[config.mk]
export PLATFORM = sky130hd
export DESIGN_NAME = m_lsu
export DESIGN_NICKNAME = d
export VERILOG_FILES = /design/src/rtl/m_lsu.sv
export SDC_FILE = /design/constraint.sdc
export NUM_CORES = 1
export LEC_CHECK = 0
export BUFFER_PORTS_ARGS = -buffer_cell sky130_fd_sc_hd__buf_2
export CORE_AREA = 2 2 114 116
export DETAILED_ROUTE_END_ITERATION = 12
export DIE_AREA = 0 0 116 118
export GPL_ROUTABILITY_DRIVEN = 0
export PLACE_DENSITY = 0.75
export SLEW_MARGIN = 15
export SYNTH_ARGS = -nofsm -noshare
export SYNTH_HDL_FRONTEND = slang
export SYNTH_SLANG_ARGS = --single-unit
[constraint.sdc]
create_clock -name clk -period 1.9 [get_ports clk]
set_clock_uncertainty 0.05 [all_clocks]
set_input_delay 0.19 -clock clk [delete_from_list [all_inputs] [get_ports clk]]
set_output_delay 0.19 -clock clk [all_outputs]
set_load 0.01 [all_outputs]
[src/rtl/m_lsu.sv]
// m_lsu: load/store unit for the M stage of the pipeline.
//
// Takes one load or store from the pipeline and runs it as a single word
// access on the memory bus. Byte and halfword stores are turned into byte
// enables with the store data copied into every lane. Load data is taken
// from the selected lane and then zero- or sign-extended.
//
// Optional feature: define M_LSU_ALIGN_CHECK_EN to trap misaligned halfword
// and word accesses. A trapped access pulses adel (load) or ades (store) and
// starts no bus access. When the macro is undefined, the low address bits
// that a halfword or word access does not use are ignored, and adel and ades
// are tied to 0.
//
// Parameters
//   TIMEOUT      maximum number of BUSY cycles to wait for mem_ack (1..255)
//
// Ports
//   clk          clock; every state change happens on its rising edge
//   reset        asynchronous reset, active low
//   req_valid    the M stage holds a load or a store
//   req_we       1 = store, 0 = load
//   req_width    `WORD / `HALF / `BYTE; any other code is ignored
//   req_sext     1 = sign-extend the load data
//   req_addr     byte address
//   req_wdata    store data, right-justified
//   stall        holds the pipeline while an access is outstanding
//   rdata        load data, aligned and extended
//   rdata_valid  one-cycle pulse (loads only) while rdata is valid
//   adel, ades   misaligned load / misaligned store pulse
//   bus_err      pulse when no mem_ack arrives within TIMEOUT cycles
//   mem_req      bus request, held high in BUSY
//   mem_we       bus write enable
//   mem_addr     word-aligned bus address
//   mem_be       byte enables
//   mem_wdata    store data copied into the byte lanes
//   mem_ack      access complete; ignored outside BUSY
//   mem_rdata    full-word read data
//   dbg_state    current FSM state, for observation
//
// Handshake: a request is taken in IDLE in the same cycle that req_valid is
// high with a legal width. The pipeline keeps req_valid and the req_* fields
// stable while stall is high. On the bus, mem_req and its attributes stay
// stable from entry to BUSY until the first edge at which mem_ack is sampled
// high (or until the timeout expires). mem_ack completes the access in the
// same cycle; there is no separate ready signal.

`ifndef WORD
`define WORD 2'b00
`endif
`ifndef HALF
`define HALF 2'b01
`endif
`ifndef BYTE
`define BYTE 2'b10
`endif

module m_lsu #(
  parameter int unsigned TIMEOUT = 16
) (
  input  logic        clk,
  input  logic        reset,
  input  logic        req_valid,
  input  logic        req_we,
  input  logic [1:0]  req_width,
  input  logic        req_sext,
  input  logic [31:0] req_addr,
  input  logic [31:0] req_wdata,
  output logic        stall,
  output logic [31:0] rdata,
  output logic        rdata_valid,
  output logic        adel,
  output logic        ades,
  output logic        bus_err,
  output logic        mem_req,
  output logic        mem_we,
  output logic [31:0] mem_addr,
  output logic [3:0]  mem_be,
  output logic [31:0] mem_wdata,
  input  logic        mem_ack,
  input  logic [31:0] mem_rdata,
  output logic [1:0]  dbg_state
);

  typedef enum logic [1:0] {
    IDLE = 2'd0,
    BUSY = 2'd1,
    RESP = 2'd2
  } state_t;

  state_t      state, state_nxt;
  logic [7:0]  cnt;
  logic        we_q, sext_q, err_q;
  logic [1:0]  width_q, off_q;
  logic [31:0] addr_q, wdata_q, rdata_q;
  logic [3:0]  be_q;

  logic        width_ok, misaligned, legal, start, timeout_hit;
  logic [3:0]  be_c;
  logic [31:0] wdata_c;

  // Select the addressed lane of the read word and extend it.
  function automatic logic [31:0] pick_lane(input logic [31:0] w,
                                            input logic [1:0]  width,
                                            input logic [1:0]  off,
                                            input logic        sext);
    logic [15:0] h;
    logic [7:0]  b;
    logic [31:0] r;
    h = off[1] ? w[31:16] : w[15:0];
    case (off)
      2'd0:    b = w[7:0];
      2'd1:    b = w[15:8];
      2'd2:    b = w[23:16];
      default: b = w[31:24];
    endcase
    case (width)
      `HALF:   r = {{16{sext & h[15]}}, h};
      `BYTE:   r = {{24{sext & b[7]}}, b};
      default: r = w;
    endcase
    return r;
  endfunction

  always_comb begin
    width_ok = 1'b0;
    be_c     = 4'b0000;
    wdata_c  = 32'h0;
    case (req_width)
      `WORD: begin
        width_ok = 1'b1;
        be_c     = 4'b1111;
        wdata_c  = req_wdata;
      end
      `HALF: begin
        width_ok = 1'b1;
        be_c     = req_addr[1] ? 4'b1100 : 4'b0011;
        wdata_c  = {2{req_wdata[15:0]}};
      end
      `BYTE: begin
        width_ok = 1'b1;
        be_c     = 4'b0001 << req_addr[1:0];
        wdata_c  = {4{req_wdata[7:0]}};
      end
      default: begin
        width_ok = 1'b0;
      end
    endcase
  end

`ifdef M_LSU_ALIGN_CHECK_EN
  always_comb begin
    misaligned = 1'b0;
    if (req_width == `HALF) misaligned = req_addr[0];
    if (req_width == `WORD) misaligned = (req_addr[1:0] != 2'b00);
  end
`else
  always_comb misaligned = 1'b0;
`endif

  always_comb legal = width_ok & ~misaligned;
  always_comb start = (state == IDLE) & req_valid & legal;

  // The last allowed wait cycle is cnt == TIMEOUT-1. An ack in that same
  // cycle still completes the access normally.
  always_comb timeout_hit = (state == BUSY) & ~mem_ack & (cnt == 8'(TIMEOUT - 1));

  always_ff @(posedge clk or negedge reset) begin
    if (!reset) state <= IDLE;
    else        state <= state_nxt;
  end

  always_comb begin
    state_nxt = state;
    case (state)
      IDLE:    if (start) state_nxt = BUSY;
      BUSY:    if (mem_ack || timeout_hit) state_nxt = RESP;
      RESP:    state_nxt = IDLE;
      default: state_nxt = IDLE;
    endcase
  end

  always_ff @(posedge clk or negedge reset) begin
    if (!reset) begin
      cnt     <= 8'd0;
      we_q    <= 1'b0;
      sext_q  <= 1'b0;
      width_q <= 2'b00;
      off_q   <= 2'b00;
      addr_q  <= 32'h0;
      wdata_q <= 32'h0;
      be_q    <= 4'b0000;
      rdata_q <= 32'h0;
      err_q   <= 1'b0;
    end else begin
      if (start) begin
        cnt     <= 8'd0;
        we_q    <= req_we;
        sext_q  <= req_sext;
        width_q <= req_width;
        off_q   <= req_addr[1:0];
        addr_q  <= {req_addr[31:2], 2'b00};
        wdata_q <= wdata_c;
        be_q    <= be_c;
        err_q   <= 1'b0;
      end else if (state == BUSY) begin
        if (mem_ack) begin
          rdata_q <= we_q ? 32'h0 : pick_lane(mem_rdata, width_q, off_q, sext_q);
          err_q   <= 1'b0;
        end else if (timeout_hit) begin
          rdata_q <= 32'h0;
          err_q   <= 1'b1;
        end else begin
          cnt <= cnt + 8'd1;
        end
      end
    end
  end

  always_comb begin
    mem_req     = (state == BUSY);
    mem_we      = (state == BUSY) & we_q;
    mem_addr    = addr_q;
    mem_be      = be_q;
    mem_wdata   = wdata_q;
    rdata       = rdata_q;
    rdata_valid = (state == RESP) & ~we_q;
    bus_err     = (state == RESP) & err_q;
    // Gated by reset so that stall drops as soon as reset goes low. An
    // illegal request in IDLE never stalls.
    stall       = reset & req_valid &
                  ((state == BUSY) | ((state == IDLE) & legal));
    dbg_state   = state;
  end

`ifdef M_LSU_ALIGN_CHECK_EN
  always_comb begin
    adel = reset & (state == IDLE) & req_valid & width_ok & misaligned & ~req_we;
    ades = reset & (state == IDLE) & req_valid & width_ok & misaligned &  req_we;
  end
`else
  always_comb begin
    adel = 1'b0;
    ades = 1'b0;
  end
`endif

endmodule

==> summary.md <==
| Metric | Value |
|---|---|
| Status | complete, no violations |
| Register area share after synthesis | 0.537 |
| Final Setup Violations | 0 |
| Clk pwr share | 0.299 |
| Hold Path Class | primary input to register |
| Max cap viols | 0 |
| CTS root buffer | clkbuf_16 |
| Setup Crit Path Kind | register to output pin |
| Fin nets | 960 |
| Leakage power | 4.16 nW |
| Ys async rst share | 1.00 |
| Largest cells by area after synthesis | dfrtp_1, nand2_1, a21oi_1, a221o_1, mux2i_1 |
| Required time worst endpoint | 1660 ps |
| Yosys top cell area share | 0.537 |
| Die width | 116 um |
| CP cell instances | nor2b_4 -> buf_4 -> nand2_1 -> a21boi_2 -> buf_4 |
| Slew Viols, Final | 0 |
| Clk sinks | 115 |
| Layout area overhead | 49.4% |
| Critical Path Fanout Max | 8 |
| Most frequent CP cell | buf_4 |
| Slew margin rel. | 0.567 |
| DR WL met3 | 1330 um |
| Vias in the first global route | 5235 |
| Slowest-stage cell, CP | dfrtp_2 |
| Cell internal pwr | 7.01 mW |
| Worst-Skew Late Latency | 410 ps |
| NetSw | 3.57 mW |
| Die Y | 118 um |
| 1st-pass router iterations | 5 |
| Pre-CTS setup slack | -28.8 ps |
| Avg Cell Area, Syn | 9.38 sq um |
| Synth Cell Area | 5360 sq um |
| Yosys synthesis warning count | 0 |
| VDD IR max | 0.796 mV |
| DRC viols | 0 |
| Post-DP HPWL | 10800 um |
| Post-synthesis cell count | 572 |
| Fillers | 993 |
| Period minus WS final | 1830 ps |
| Core area | 12400 sq um |
| Post-synth top flop | dfrtp_1 |
| First-pass GRT wire length | 26300 um |
| DRT Wirelength | 16400 um |
| Number of synthesized register bits | 115 |
| CP startpoint kind | register |
| Vias | 5285 |
| Met2 WL | 7670 um |
| Highest Clock Rate | 545 MHz |
| Post-synth top cells | nand2_1, dfrtp_1, a21oi_1 |
| PortBufs | 208 |
| CTS Buffer Depth | 2 |
| Clock slew at reported path FFs | 50 ps |
| Sequential share of power | 0.364 |
| Max stage delay on crit path | 470 ps |
| Share of layout cells above drive strength 1 | 0.330 |
| Worst setup EP type | output pin |
| Antenna diode count | 0 |
| Clock tree from TritonCTS | built |
| Final Cycle Share | 0.965 |
| Sw Share | 0.337 |
| Initial antenna violation count | 0 |
| Post-route cell area | 8010 sq um |
| Die area | 13700 sq um |
| DR iter-0 viols | 369 |
| DR top layer | met4 |
| M1 wire length | 7100 um |
| Most common cell in the netlist | nand2_1 |
| Pwr/cell area | 1320 nW/um^2 |
| IO Count | 213 |
| Worst slew pin tran | 650 ps |
| Gr usage total | 0.246 |
| Vias/cell | 5.10 |
| Yosys cell types | 50 |
| Post-synth top area cell | dfrtp_1 |
| Sequential cell area | 2880 sq um |
| Initial Utilization | 0.432 |
| Logic gate share of total power | 0.338 |
| Htree depth | 4 |
| Area of the multi-input gates | 2300 sq um |
| Rows | 41 |
| Gr ovfl total | 0 |
| Final Hold Vio Count | 0 |
| PnR worst setup slack | 65.8 ps |
| Area after DPL | 6700 sq um |
| Post-DR wirelength/cell | 15.9 um |
| Largest net degree at the start of global routing | 116 |
| TritonCTS Buffers | 17 |
| WP data arrival | 1590 ps |
| Post-synth EDFFs | 0 |
| Post-route ant nets | 0 |
-- through the flow --
step / instances / hold WS [ps] / TNS, ps / utilization / total power, mW
finish: 1036 / 13.5 / 0 / 0.645 / 10.6
global route: 1036 / 26.6 / -7.19 / 0.645 / 11.2
CTS: 1034 / 0.485 / 0 / 0.643 / 10.6
detailed placement: 938 / 316 / -255 / 0.540 / 7.25
global placement: 938 / 314 / 0 / 0.540 / 7.18
floorplan: 575 / -156 / 0 / - / 5.71
-- critical path: cells and delay by family (launching register included) --
kind | cells | cell delay [ps]
flip-flops | 1 | 470
buffers and inverters | 2 | 290
AND/OR/NAND/NOR | 2 | 250
AO/OA/AOI/OAI | 1 | 160
-- repair_timing --
item	CTS	global route
resized for setup	9	4
hold buffers	65	1
pin swaps	1	2
endpoints found under the setup margin	24	12
hold endpoints to repair	179	1
setup buffers	1	1
-- cells by family after synthesis --
| group | share of synthesized area |
|---|---|
| buffers and inverters | 0.0455 |
| xor gates and xnor gates | 0.00653 |
| other | 0.000699 |
| AOI/OAI and AO/OA | 0.178 |
| adders and majority gates | 0.00700 |
| muxes | 0.0527 |
| DFF | 0.537 |
| and+or+nand+nor | 0.173 |
-- area by class of cell --
| type | instances | area share |
|---|---|---|
| repair buffers | 300 | 0.247 |
| clock buffers | 19 | 0.0553 |
| well taps | 172 | 0.0269 |
| clock inverters | 11 | 0.0170 |
| flip-flops and latches | 115 | 0.360 |
| inverters | 15 | 0.00703 |
| multi-input cells | 404 | 0.288 |
-- path summary, 6_finish.rpt --
kind,cells past startpoint,from,endpoint,slack [ps]
setup / recovery,5,dbg_state[1],stall,70
hold / removal,3,req_wdata[11],mem_wdata[11],10
setup reg to reg,6,cnt[0],rdata[27],80
hold reg to reg,2,mem_addr[31],mem_addr[31],420
max in group asynchronous,3,reset,dbg_state[0],910
min in group asynchronous,3,reset,rdata[16],330
-- power by group through the flow --
stage	clock, mW	sequential [mW]	combinational [mW]
floorplan	0	4.19	1.52
global placement	0	3.84	3.35
detailed placement	0	3.85	3.41
CTS	3.22	3.84	3.54
global route	3.33	3.95	3.96
finish	3.16	3.85	3.57
-- layout by cell type, fill, tap and decap left out, types with 4 or more instances in the layout --
cell | netlist | routed
a21oi_1 | 46 | 45
a221o_1 | 23 | 23
a221oi_1 | 9 | 9
a22o_1 | 8 | 8
buf_12 | 0 | 6
buf_2 | 7 | 206
buf_4 | 6 | 22
clkbuf_16 | 0 | 17
clkinv_2 | 0 | 6
conb_1 | 1 | 4
dfrtp_1 | 115 | 113
dlygate4sd3_1 | 0 | 66
inv_1 | 12 | 12
mux2_1 | 7 | 7
mux2i_1 | 17 | 17
nand2_1 | 159 | 159
nor2_1 | 40 | 38
o211ai_1 | 7 | 7
o21ai_0 | 23 | 23
o21ai_1 | 11 | 11
-- per-layer routing --
metal / global-route usage / up-vias
li1: - / 2530
met1: 0.313 / 2496
met2: 0.389 / 230
met3: 0.0839 / 29
met4: 0.0856 / 0
met5: 0 / -
-- flip-flops by register name, indices dropped and copies added, names as in the netlist --
signal	cells
cnt	8
dbg_state	2
err_q	1
mem_addr	30
mem_be	4
mem_wdata	32
off_q	2
rdata	32
sext_q	1
we_q	1
width_q	2
Power figures use the tool's default switching activity.
